`config.mk`:
```
export PLATFORM = sky130hd
export DESIGN_NAME = paddle_controller_multi
export DESIGN_NICKNAME = d
export VERILOG_FILES = /design/src/rtl/paddle_pkg.sv /design/src/rtl/paddle_axis.sv /design/src/rtl/paddle_controller_multi.sv
export SDC_FILE = /design/constraint.sdc
export NUM_CORES = 1
export LEC_CHECK = 0
export BUFFER_PORTS_ARGS = -buffer_cell sky130_fd_sc_hd__buf_4
export CAP_MARGIN = 20
export CORE_MARGIN = 2
export CORE_UTILIZATION = 51
export DETAILED_ROUTE_END_ITERATION = 6
export PLACE_DENSITY = 0.7
export SETUP_SLACK_MARGIN = 0.1
export SLEW_MARGIN = 10
export SYNTH_ARGS = -nofsm -noshare
export SYNTH_HDL_FRONTEND = slang
export SYNTH_HIERARCHICAL = 1
export SYNTH_SLANG_ARGS = --single-unit
```
`constraint.sdc`:
```
create_clock -name clk -period 9.6 [get_ports clk]
set_input_delay 1.44 -clock clk [delete_from_list [all_inputs] [get_ports clk]]
set_output_delay 1.44 -clock clk [all_outputs]
set_load 0.01 [all_outputs]
```
`src/rtl/paddle_pkg.sv`:
```
// Shared definitions for the multi-paddle controller: per-paddle FSM state
// encoding, default screen geometry and speed limits.
package paddle_pkg;

  // Default geometry (pixels)
  localparam int SCREEN_H_DEF    = 480;
  localparam int HALF_SMALL_DEF  = 40;
  localparam int HALF_LARGE_DEF  = 50;

  // Default timing and speed limits
  localparam int TICK_DIV_DEF    = 131072;
  localparam int MAX_SPEED_DEF   = 4;
  localparam int ACCEL_TICKS_DEF = 8;

  // Per-paddle movement state
  typedef enum logic [1:0] {
    ST_IDLE = 2'd0,
    ST_UP   = 2'd1,
    ST_DOWN = 2'd2
  } paddle_state_e;

endpackage

```
`src/rtl/paddle_axis.sv`:
```
// One paddle: button synchronisers, IDLE/UP/DOWN FSM with hold-to-accelerate
// speed control, and a saturating position register clamped to [lo, hi].
module paddle_axis
  import paddle_pkg::*;
#(
  parameter int Y_WIDTH     = 10,
  parameter int SCREEN_H    = SCREEN_H_DEF,
  parameter int MAX_SPEED   = MAX_SPEED_DEF,
  parameter int ACCEL_TICKS = ACCEL_TICKS_DEF
) (
  input  logic               clk,
  input  logic               rst_n,
  input  logic               btn_plus_n,
  input  logic               btn_minus_n,
  input  logic               tick,
  input  logic               centre,
  input  logic [Y_WIDTH-1:0] lo,
  input  logic [Y_WIDTH-1:0] hi,
  output logic [Y_WIDTH-1:0] pos,
  output logic               at_min,
  output logic               at_max
);

  localparam int SPD_W  = $clog2(MAX_SPEED + 1);
  localparam int HOLD_W = $clog2(ACCEL_TICKS + 1);
  localparam logic [Y_WIDTH-1:0] POS_CENTRE = Y_WIDTH'(SCREEN_H / 2);

  // One extra bit so pos +/- speed can go below zero or past the top
  // before it is clamped, instead of wrapping.
  typedef logic signed [Y_WIDTH:0] ext_t;

  // Button pairs are packed {plus, minus}, still active-low.
  logic [1:0]          meta_q, meta_d;
  logic [1:0]          sync_q, sync_d;
  logic                plus_pressed, minus_pressed;

  paddle_state_e       state_q, state_d;
  logic [SPD_W-1:0]    speed_q, speed_d;
  logic [HOLD_W-1:0]   hold_q, hold_d, hold_inc;
  logic [Y_WIDTH-1:0]  pos_q, pos_d;
  logic                at_min_q, at_min_d;
  logic                at_max_q, at_max_d;
  ext_t                delta, sum;

  // Two-stage synchroniser input chain
  always_comb begin
    meta_d = {btn_plus_n, btn_minus_n};
    sync_d = meta_q;
  end

  // Synchroniser flops
  // NOTE: sequential state is written with non-blocking (<=) so every flop
  // samples pre-edge values regardless of statement order.
  always_ff @(posedge clk or negedge rst_n) begin
    if (!rst_n) begin
      // NOTE: synchroniser flops reset to 1 (released) because the buttons
      // are active-low; resetting to 0 would look like a press.
      meta_q <= 2'b11;
      sync_q <= 2'b11;
    end else begin
      meta_q <= meta_d;
      sync_q <= sync_d;
    end
  end

  assign plus_pressed  = ~sync_q[1];
  assign minus_pressed = ~sync_q[0];

  // FSM state register
  always_ff @(posedge clk or negedge rst_n) begin
    if (!rst_n) begin
      state_q <= ST_IDLE;
    end else begin
      state_q <= state_d;
    end
  end

  // FSM next state: decided only on tick; recentre forces IDLE
  always_comb begin
    // NOTE: every always_comb output gets a default first so no path leaves
    // it unassigned, which would infer a latch.
    state_d = state_q;
    if (centre) begin
      state_d = ST_IDLE;
    end else if (tick) begin
      unique case ({plus_pressed, minus_pressed})
        2'b10:   state_d = ST_UP;
        2'b01:   state_d = ST_DOWN;
        default: state_d = ST_IDLE;
      endcase
    end
  end

  // FSM outputs: speed/hold update and signed step for this tick
  always_comb begin
    speed_d  = speed_q;
    hold_d   = hold_q;
    hold_inc = hold_q + 1'b1;
    delta    = '0;
    if (centre) begin
      speed_d = SPD_W'(1);
      hold_d  = '0;
    end else if (tick) begin
      if (state_d == ST_IDLE || state_d != state_q) begin
        // Fresh press or change of direction restarts the acceleration
        speed_d = SPD_W'(1);
        hold_d  = '0;
      end else if (hold_inc == HOLD_W'(ACCEL_TICKS)) begin
        hold_d = '0;
        if (speed_q < SPD_W'(MAX_SPEED)) begin
          speed_d = speed_q + 1'b1;
        end
      end else begin
        hold_d = hold_inc;
      end
      // The step uses the speed already updated for this tick
      if (state_d == ST_UP) begin
        delta = ext_t'(speed_d);
      end else if (state_d == ST_DOWN) begin
        delta = -ext_t'(speed_d);
      end
    end
  end

  // Position: apply step, then clamp into [lo, hi] every cycle
  always_comb begin
    sum   = ext_t'(pos_q) + delta;
    pos_d = pos_q;
    if (centre) begin
      pos_d = POS_CENTRE;
    end else if (sum < ext_t'(lo)) begin
      pos_d = lo;
    end else if (sum > ext_t'(hi)) begin
      pos_d = hi;
    end else begin
      pos_d = sum[Y_WIDTH-1:0];
    end
    at_min_d = (pos_d == lo);
    at_max_d = (pos_d == hi);
  end

  // Speed, hold, position and bound-flag registers
  always_ff @(posedge clk or negedge rst_n) begin
    if (!rst_n) begin
      speed_q  <= SPD_W'(1);
      hold_q   <= '0;
      pos_q    <= POS_CENTRE;
      at_min_q <= 1'b0;
      at_max_q <= 1'b0;
    end else begin
      speed_q  <= speed_d;
      hold_q   <= hold_d;
      pos_q    <= pos_d;
      at_min_q <= at_min_d;
      at_max_q <= at_max_d;
    end
  end

  assign pos    = pos_q;
  assign at_min = at_min_q;
  assign at_max = at_max_q;

endmodule

```
`src/rtl/paddle_controller_multi.sv`:
```
// Multi-paddle controller top: shared movement-tick prescaler, size-dependent
// bounds, and one paddle_axis per paddle.
module paddle_controller_multi
  import paddle_pkg::*;
#(
  parameter int NUM_PADDLES = 2,
  parameter int Y_WIDTH     = 10,
  parameter int SCREEN_H    = SCREEN_H_DEF,
  parameter int HALF_SMALL  = HALF_SMALL_DEF,
  parameter int HALF_LARGE  = HALF_LARGE_DEF,
  parameter int TICK_DIV    = TICK_DIV_DEF,
  parameter int MAX_SPEED   = MAX_SPEED_DEF,
  parameter int ACCEL_TICKS = ACCEL_TICKS_DEF
) (
  input  logic                           clk,
  input  logic                           rst_n,
  input  logic [NUM_PADDLES-1:0]         btn_plus_n,
  input  logic [NUM_PADDLES-1:0]         btn_minus_n,
  input  logic                           bat_size,
  input  logic                           centre,
  output logic [NUM_PADDLES*Y_WIDTH-1:0] pos_y,
  output logic [NUM_PADDLES-1:0]         at_min,
  output logic [NUM_PADDLES-1:0]         at_max
);

  localparam int CNT_W = (TICK_DIV > 1) ? $clog2(TICK_DIV) : 1;
  localparam logic [CNT_W-1:0] CNT_LAST = CNT_W'(TICK_DIV - 1);

  logic [CNT_W-1:0]   cnt_q, cnt_d;
  logic               tick;
  logic [Y_WIDTH-1:0] lo, hi;

  // Prescaler: count 0..TICK_DIV-1, tick on the last count
  always_comb begin
    tick  = (cnt_q == CNT_LAST);
    cnt_d = tick ? '0 : cnt_q + 1'b1;
  end

  // Prescaler register
  always_ff @(posedge clk or negedge rst_n) begin
    if (!rst_n) begin
      cnt_q <= '0;
    end else begin
      cnt_q <= cnt_d;
    end
  end

  // Bounds follow the currently selected paddle size
  always_comb begin
    if (bat_size) begin
      lo = Y_WIDTH'(HALF_SMALL);
      hi = Y_WIDTH'(SCREEN_H - HALF_SMALL);
    end else begin
      lo = Y_WIDTH'(HALF_LARGE);
      hi = Y_WIDTH'(SCREEN_H - HALF_LARGE);
    end
  end

  for (genvar i = 0; i < NUM_PADDLES; i++) begin : g_paddle
    paddle_axis #(
      .Y_WIDTH    (Y_WIDTH),
      .SCREEN_H   (SCREEN_H),
      .MAX_SPEED  (MAX_SPEED),
      .ACCEL_TICKS(ACCEL_TICKS)
    ) u_axis (
      .clk        (clk),
      .rst_n      (rst_n),
      .btn_plus_n (btn_plus_n[i]),
      .btn_minus_n(btn_minus_n[i]),
      .tick       (tick),
      .centre     (centre),
      .lo         (lo),
      .hi         (hi),
      .pos        (pos_y[i*Y_WIDTH +: Y_WIDTH]),
      .at_min     (at_min[i]),
      .at_max     (at_max[i])
    );
  end

endmodule

```
## Yosys cells after proc, flatten, opt, wreduce, memory -nomap -nowiden

Index checks and enable logic that the tools add are counted.

- Flip-flop bits (word level): 67

- Order comparisons: 6
- Equality and inequality tests: 17
- Bitwise gates (word level): 4
- Mux-type cells: 45
- Reductions and logical operators: 5
- Add/sub/neg operators: 9

Operators with widths:

| kind | count |
|---|---|
| 11-bit two-way mux | 8 |
| 10-bit two-way mux | 6 |
| 3-bit two-way mux | 14 |
| 4-bit two-way mux | 8 |
| 11-bit adder | 2 |
| 11-bit by 10-bit greater-than comparator with 1-bit output | 2 |
| 11-bit by 7-bit less-than comparator with 1-bit output | 2 |
| 3-bit negator with 11-bit output | 2 |
| 10-bit by 6-bit equality test with 1-bit output | 2 |
| 10-bit by 9-bit equality test with 1-bit output | 2 |
| 17-bit by 1-bit adder with 17-bit output, second input constant | 1 |
| 17-bit equality test, second input constant | 1 |
| 17-bit two-way mux | 1 |
| 5-bit two-way mux | 2 |
| 4-bit by 1-bit adder with 4-bit output, second input constant | 2 |
| 2-bit by 1-bit equality test with 1-bit output, second input constant | 4 |
| 2-bit equality test, second input constant | 4 |
| 4-bit equality test, second input constant | 2 |
| 2-bit two-way mux | 4 |
| 2-bit one-hot mux with 2 select lines | 2 |
| 3-bit by 1-bit adder with 3-bit output, second input constant | 2 |
| 3-bit less-than comparator, second input constant | 2 |
| 2-bit zero test | 2 |
| 2-bit != test | 2 |
| 3 further kinds | 7 |

## Longest topological paths before layout

Gate-level depths: netlist of run 1.

- Depth after elaboration: 21
- Mapped depth: 35

## Hierarchy

The synthesis of run 1 kept the hierarchy.

By module, submodules not included:

| module | instances | sequential area each (µm²) | area an instance (µm²) | cells each |
|---|---|---|---|---|
| paddle_axis at g_paddle[0].u_axis | 1 | 636.9 | 2,851.5 | 349 |
| paddle_axis at g_paddle[1].u_axis | 1 | 636.9 | 2,840.2 | 372 |
| paddle_controller_multi | 1 | 425.4 | 900.9 | 90 |

## Least setup slack after synthesis of run 1

Ideal clock, no wire load.

- Kind: input to register
- Start point: input port centre
- End point: register g_paddle[1].u_axis.at_max_q
- Stages: 25
- Library setup time: 0.100 ns
- Setup slack: 2.747 ns
- Data required time: 9.500 ns
- Arrival time: 6.752 ns
- Cell sequence: clkbuf_1 > nor2_1 > nor2b_1 > inv_1 > ha_1 > ha_1 > a22oi_1 > nor2_1 > ha_1 > nor2b_1 > o31a_1 > or4b_2 > nand3_1 > ha_1 > nand4_1 > o21ai_0 > or3_1 > clkbuf_1 > and2_1 > buf_2 > o31ai_2 > mux2i_1 > or3_1 > a2111oi_0 > nor4bb_1

- Word-level cells in the longest chain between the ends: 17
- Elaborated cells between the ends (all ways): 21
- Those cells by class: add/sub: 2; order compare: 2; eq/ne: 4; mux: 11; reduce/logical: 2

RTL lines:

| what | RTL line | RTL |
|---|---|---|
| start: declaration | paddle_controller_multi.sv:20 | `input logic centre,` |
| 2-bit two-way mux | paddle_axis.sv:83 | `if (centre) begin` |
| 2-bit != test or 2-bit zero test (tied branches) | paddle_axis.sv:104 | `if (state_d == ST_IDLE \|\| state_d != state_q) begin` |
| 1-bit logical OR | paddle_axis.sv:104 |  |
| 3-bit two-way mux | paddle_axis.sv:104 |  |
| 3-bit two-way mux | paddle_axis.sv:103 | `end else if (tick) begin` |
| 3-bit two-way mux | paddle_axis.sv:100 | `if (centre) begin` |
| 3-bit negator with 11-bit output | paddle_axis.sv:120 | `delta = -ext_t'(speed_d);` |
| 11-bit two-way mux | paddle_axis.sv:119 | `end else if (state_d == ST_DOWN) begin` |
| (+2 left out) | n/a |  |
| 11-bit two-way mux | paddle_axis.sv:100 |  |
| 11-bit adder | paddle_axis.sv:127 | `sum = ext_t'(pos_q) + delta;` |
| 11-bit by 10-bit greater-than comparator with 1-bit output | paddle_axis.sv:133 | `end else if (sum > ext_t'(hi)) begin` |
| 10-bit two-way mux | paddle_axis.sv:133 |  |
| 10-bit two-way mux | paddle_axis.sv:131 | `end else if (sum < ext_t'(lo)) begin` |
| 10-bit two-way mux (*) | paddle_axis.sv:129 | `if (centre) begin` |
| 10-bit by 9-bit equality test with 1-bit output (*) | paddle_axis.sv:139 | `at_max_d = (pos_d == hi);` |
| via g_paddle[1].u_axis.at_max_d | paddle_axis.sv:42 | `logic at_max_q, at_max_d;` |
| end signal: assignment | paddle_axis.sv:155 | `at_max_q <= at_max_d;` |
| end: declaration | paddle_axis.sv:42 |  |

Mark *: on every way through the listed nets, which the timed path passes. The rest lies on a longest branch. The select of a mux whose other input is x is not followed.
A chain may end at the register's enable or synchronous reset.

## Worst setup path after layout of run 1

- Start point: register cnt_q[0]
- End point: register g_paddle[1].u_axis.at_max_q

- Word-level cells in the longest chain between the ends: 19
- Elaborated cells between the ends (all ways): 23
- Those cells by class: add/sub: 2; order compare: 2; eq/ne: 5; mux: 12; reduce/logical: 2

RTL lines:

| what | RTL line | RTL |
|---|---|---|
| start: declaration | paddle_controller_multi.sv:29 | `logic [CNT_W-1:0] cnt_q, cnt_d;` |
| start signal: assignment | paddle_controller_multi.sv:44 | `cnt_q <= cnt_d;` |
| 17-bit equality test (*) | paddle_controller_multi.sv:35 | `tick = (cnt_q == CNT_LAST);` |
| via tick | paddle_controller_multi.sv:30 | `logic tick;` |
| 2-bit two-way mux | paddle_axis.sv:85 | `end else if (tick) begin` |
| 2-bit two-way mux | paddle_axis.sv:83 |  |
| 2-bit != test or 2-bit zero test (tied branches) | paddle_axis.sv:104 |  |
| 1-bit logical OR | paddle_axis.sv:104 |  |
| 3-bit two-way mux | paddle_axis.sv:104 |  |
| 3-bit two-way mux | paddle_axis.sv:103 |  |
| (+5 left out) | n/a |  |
| 11-bit two-way mux (*) | paddle_axis.sv:100 |  |
| 11-bit adder (*) | paddle_axis.sv:127 |  |
| 11-bit by 10-bit greater-than comparator with 1-bit output | paddle_axis.sv:133 |  |
| 10-bit two-way mux | paddle_axis.sv:133 |  |
| 10-bit two-way mux (*) | paddle_axis.sv:131 |  |
| 10-bit two-way mux (*) | paddle_axis.sv:129 |  |
| 10-bit by 9-bit equality test with 1-bit output (*) | paddle_axis.sv:139 |  |
| via g_paddle[1].u_axis.at_max_d | paddle_axis.sv:42 |  |

Marks and branches as above.

==> impl_metrics.ini, run 1 <==
[outcome]
outcome = complete, no violations

[setup_path]
worstPathRequired_ps = 9820
critPathArrivalTime_ps = 8430
path_common_cell = ha_1
path_class = reg2reg
worstSetupEndpointType = flop
critPathMaxFanout = 20
critPathLaunchType = flop
cp_slowest_stage_delay_ps = 680
reg2reg_from = cnt_q[0]
cpMaxStageDelayCell = ha_1
startpoint = cnt_q[0]

[logic_synthesis]
synth_flop_cell = dfrtp_1
synth-seq-cells = 67
yosysWarnings = 6
syn_area_per_cell_um2 = 8.13
netlist_area_um2 = 6590
syn_inst = 811
ys_seq_area_share_pct = 25.8
yosysUniqueCellTypes = 80
async_flop_share_pct = 100
synth-edff-count = 0

[detailed_routing]
dr.pass1.iters = 7
drtIter0Drc = 578
drt-total-wl_mm = 16.4
drc_errors = 0
routedWlPerCell_um = 14.3
route.vias.total = 6145
drtAntennaViolNets = 0
post_drt_via_cell_ratio = 5.38

[floorplan]
core_area_um2 = 12600
io_pins = 32
initial_core_util_pct = 52.2
die-area_um2 = 13900
die_x_um = 118
num_rows = 41
die_height_um = 118

[cells_and_area]
area_growth_pct = 17.5
n_fill_cell = 1180
regArea_um2 = 1700
most-common-layout-cells = conb_1 (138), nor2_1 (108), ha_1 (71), inv_1 (66), nand2_1 (50)
layout_commonest_cell = conb_1
drive_gt1_share_pct = 9.78
nets = 1047
antennaDiodeCount = 0
final_util_pct = 61.4
multi_input_area_um2 = 5030

[global_route]
antenna_found_initial = 0
grt_max_degree = 68
grt_usage_pct = 24.0
grt_pass1_wl_mm = 27.6
overflow = 0
grt_pass1_vias = 5775

[timing]
setup_tns_ps = 0
fin_skew_ps = 9.89
fin_crit_sh_pct = 85.5
holdWs_ps = 355
min_period_ps = 8210
fmax_mhz = 122
worst_pin_slew_ps = 870
rsz0062_at_grt = no
slew_headroom_pct = 42.0
setup_violations = 0
finalHoldViolations = 0
fin_ws_ps = 1390
final_max_slew_viol_count = 0

[cts]
path_clk_slew_ps = 50
htreeDepth = 3
cts_tree = built
clock-sinks = 67
clock_latency_ps = 330
post_cts_resized = 0
cts_hold_buf = 0
root_buffer = clkbuf_16
cts_buffer_depth = 2
cts_setup_buffers = 0
cts-buffers-inserted = 9

[placed_design]
place_congestion = 0.881
io_buffer_count = 31
dp.final_hpwl_mm = 12.2
dp_slack_ps = 1510

[power_and_ir_drop]
total_leakage_power_uw = 0.00358
vdd_drop_max_mv = 0.0691
powerDensity_nw_per_um2 = 156

[job]
max-cap-violations = 0

[hold_path]
worstHoldStart = g_paddle[1].u_axis/meta_q[0]
hp-class = reg2reg
[flip-flops by register name, summed over array words and instances (netlist names)]
| signal | count |
|---|---|
| g_paddle.u_axis/speed_q | 6 |
| cnt_q | 17 |
| g_paddle.u_axis/sync_q | 4 |
| g_paddle.u_axis/at_max | 2 |
| g_paddle.u_axis/meta_q | 4 |
| g_paddle.u_axis/hold_q | 8 |
| g_paddle.u_axis/pos | 20 |
| g_paddle.u_axis/at_min | 2 |
| g_paddle.u_axis/state_q | 4 |
[stage by stage]
stage	total power (uW)	area, um2	instances
2_1_floorplan	733	7100	947
3_3_place_gp	868	7440	1127
3_5_place_dp	870	7440	1127
4_1_cts	1210	7740	1143
5_1_grt	1290	7740	1143
6_report	1210	7740	1143
[cells by family after synthesis]
logic type | share of synthesized area (%)
and+or+nand+nor | 21.4
AOI/OAI and AO/OA | 23.6
buffers and inverters | 5.71
adders and majority gates | 14.1
DFF | 25.8
muxes | 7.25
xor gates and xnor gates | 2.13
other | 0.114
[routing by layer]
layer  up-vias  wire, um  GRT usage, %  part of all wire [%]
met5         -         0             0                     0
met4         0       277          7.68                   1.7
li1       3161         -             -                     -
met3        26       755          2.03                   4.6
met1      2792      7830          33.6                    48
met2       166      7500          39.3                    46
[layout make-up]
type                            count  area share (%)
Tap cell                          172            2.78
Clock inverter                      2           0.452
Timing Repair Buffer               34            3.30
Sequential cell                    67            21.9
Inverter                           66            3.20
Clock buffer                       14            3.41
Multi-Input combinational cell    788            64.9
[critical path: cells and delay by family (launching register included)]
kind	cells	cell delay, ps
XOR/XNOR	1	270
AO/OA/AOI/OAI	10	2430
AND/OR/NAND/NOR	12	2880
adder cells (fa/ha/maj)	6	1910
flip-flops	1	410
multiplexers	1	170
[final timing paths]
check,end,slack [ps],cells past startpoint
min in group asynchronous,g_paddle[0].u_axis/pos[9],1190,1
hold / removal,g_paddle[1].u_axis/sync_q[0],350,0
max in group asynchronous,g_paddle[1].u_axis/speed_q[2],7820,1
setup / recovery,g_paddle[1].u_axis/at_max,1390,30
setup reg to reg,g_paddle[1].u_axis/at_max,1390,30
hold reg to reg,g_paddle[1].u_axis/sync_q[0],350,0
[cells in the mapped netlist, types with 5 or more instances]
| cell | instances | area share (%) |
|---|---|---|
| nor2_1 | 108 | 6.1 |
| ha_1 | 71 | 13 |
| inv_1 | 66 | 3.8 |
| nand2_1 | 50 | 2.8 |
| dfrtp_1 | 49 | 19 |
| o21ai_0 | 48 | 3.6 |
| a21oi_1 | 47 | 3.6 |
| mux2i_1 | 32 | 4.9 |
| nand3_1 | 26 | 2.0 |
| a211oi_1 | 20 | 2.3 |
| dfstp_2 | 18 | 7.2 |
| nor3_1 | 16 | 1.2 |
| nor2b_1 | 14 | 1.3 |
| o22ai_1 | 14 | 1.3 |
| nor4_1 | 13 | 1.2 |
| nand2b_1 | 11 | 1.0 |
| clkbuf_1 | 10 | 0.57 |
| mux2_2 | 10 | 1.7 |
| a21o_1 | 8 | 0.91 |
| a22oi_1 | 8 | 0.91 |
| nand4_1 | 8 | 0.76 |
| xnor2_1 | 8 | 1.1 |
| xor2_1 | 8 | 1.1 |
| buf_2 | 7 | 0.53 |
| o211ai_1 | 7 | 0.80 |
| o21a_1 | 7 | 0.80 |
| a31oi_1 | 6 | 0.57 |
| and2_1 | 6 | 0.57 |
| buf_1 | 6 | 0.34 |
| or3_1 | 6 | 0.57 |
| o21bai_1 | 5 | 0.57 |
| o31ai_1 | 5 | 0.57 |
[where the power goes]
group / switching, uW / internal [uW] / total (uW)
logic: 331 / 212 / 543
clock network: 116 / 215 / 331
registers: 20.3 / 314 / 335
No activity file was read; power rests on OpenSTA's default activity.
==> run 2: changes to the inputs <==
--- a/config.mk
+++ b/config.mk
@@ -10,6 +10,7 @@
 export CORE_MARGIN = 2
 export CORE_UTILIZATION = 51
 export DETAILED_ROUTE_END_ITERATION = 6
+export MAX_ROUTING_LAYER = met4
 export PLACE_DENSITY = 0.7
 export SETUP_SLACK_MARGIN = 0.1
 export SLEW_MARGIN = 10
==> impl_metrics.ini, run 2 (synthesized netlist as in run 1, its figures left out) <==
[cts]
clock_latency_ps = 330
cts_tree = built
root_buffer = clkbuf_16
cts_buffer_depth = 2
post_cts_resized = 0
clock-sinks = 67
cts_setup_buffers = 0
htreeDepth = 3
cts-buffers-inserted = 9
path_clk_slew_ps = 50
cts_hold_buf = 0

[outcome]
outcome = complete, no violations

[floorplan]
die-area_um2 = 13900
die_x_um = 118
core_area_um2 = 12600
io_pins = 32
num_rows = 41
initial_core_util_pct = 52.2
die_height_um = 118

[setup_path]
startpoint = cnt_q[0]
r2r_slack_ps = 1390
worstPathRequired_ps = 9800
crit_end = g_paddle[1].u_axis/at_max
cpMaxStageDelayCell = or4b_2
critPathLaunchType = flop
ff2ff_path_depth = 28
reg2reg_from = cnt_q[0]
path_class = reg2reg
worstSetupEndpointType = flop
path_common_cell = ha_1
rr_endpoint = g_paddle[1].u_axis/at_max
cp_slowest_stage_delay_ps = 620
critPathMaxFanout = 18
critPathArrivalTime_ps = 8400

[cells_and_area]
most-common-layout-cells = conb_1 (138), nor2_1 (108), ha_1 (71), inv_1 (66), nand2_1 (50)
postLayoutCellArea_um2 = 7750
final_util_pct = 61.4
drive_gt1_share_pct = 9.99
area_growth_pct = 17.5
layout_commonest_cell = conb_1
nets = 1047
n_fill_cell = 1220
largest_reg_flops = 20
antennaDiodeCount = 0

[global_route]
grt_max_degree = 68
grt_pass1_vias = 5730
grt_usage_pct = 24.9
antenna_found_initial = 0
overflow = 0
grt_pass1_wl_mm = 27.8

[job]
max-cap-violations = 0

[timing]
finalHoldViolations = 0
slew_headroom_pct = 42.5
fmax_mhz = 122
worst_pin_slew_ps = 863
setup_violations = 0
rsz0062_at_grt = no
setup_tns_ps = 0
fin_skew_ps = 5.07
final_max_slew_viol_count = 0
fin_crit_sh_pct = 85.5
min_period_ps = 8210

[detailed_routing]
routedWlPerCell_um = 14.5
drtIter0Drc = 470
drt-total-wl_mm = 16.5
route.vias.total = 6138
post_drt_via_cell_ratio = 5.37
dr.pass1.iters = 5
drc_errors = 0
drtAntennaViolNets = 0

[power_and_ir_drop]
powerDensity_nw_per_um2 = 155
total_leakage_power_uw = 0.00359
vdd_drop_max_mv = 0.0799

[placed_design]
dp.final_hpwl_mm = 12.3
io_buffer_count = 31
place_area_um2 = 7440
place_congestion = 0.871

[hold_path]
hp-class = reg2reg
==> run 2: worst min path at each step <==
stage	from	to	slack (ps)	cells after the start
2_1_floorplan	g_paddle[0].u_axis/meta_q[0]	g_paddle[0].u_axis/sync_q[0]	350	0
3_3_place_gp	g_paddle[1].u_axis/meta_q[0]	g_paddle[1].u_axis/sync_q[0]	350	0
3_5_place_dp	g_paddle[0].u_axis/meta_q[1]	g_paddle[0].u_axis/sync_q[1]	350	0
4_1_cts	g_paddle[1].u_axis/meta_q[0]	g_paddle[1].u_axis/sync_q[0]	360	0
5_1_grt	g_paddle[1].u_axis/meta_q[0]	g_paddle[1].u_axis/sync_q[0]	360	0
6_report	g_paddle[1].u_axis/meta_q[0]	g_paddle[1].u_axis/sync_q[0]	350	0
==> run 2: layout make-up <==
type | instances | area (um2) | share of cell area [%]
Multi-Input combinational cell | 788 | 5030 | 64.9
Sequential cell | 67 | 1700 | 21.9
Clock buffer | 15 | 298 | 3.84
Timing Repair Buffer | 34 | 255 | 3.29
Inverter | 66 | 248 | 3.20
Tap cell | 172 | 215 | 2.78
Clock inverter | 1 | 5.00 | 0.0646
==> run 2: worst max-delay path: cells and delay by family (launching register included) <==
family	cells	cell delay [ps]
AOI/OAI and AO/OA	7	1700
adders and majority gates	6	1930
DFF	1	410
muxes	1	160
and+or+nand+nor	14	3860
==> run 2: where the power goes <==
group / switching, uW / leakage (uW) / total, uW / internal, uW
registers: 20.1 / 0.000844 / 335 / 315
logic: 332 / 0.00259 / 544 / 212
clock network: 115 / 0.000152 / 324 / 210
total: 466 / 0.00359 / 1200 / 736
==> run 2: metal layers <==
metal | wire length, um | vias up | global-route usage [%]
li1 | - | 3157 | -
met4 | 277 | 0 | 7.53
met3 | 665 | 24 | 2.62
met5 | 0 | - | -
met2 | 7580 | 144 | 38.0
met1 | 8010 | 2813 | 35.1
==> run 2: stage by stage <==
step / total power (uW) / cells / setup slack (ps) / hold slack, ps
final: 1200 / 1143 / 1390 / 354
after global routing: 1290 / 1143 / 754 / 357
after CTS: 1200 / 1143 / 1470 / 355
after detailed placement: 871 / 1127 / 1500 / 347
after global placement: 867 / 1127 / 1570 / 348
after floorplan: 733 / 947 / 2750 / 345
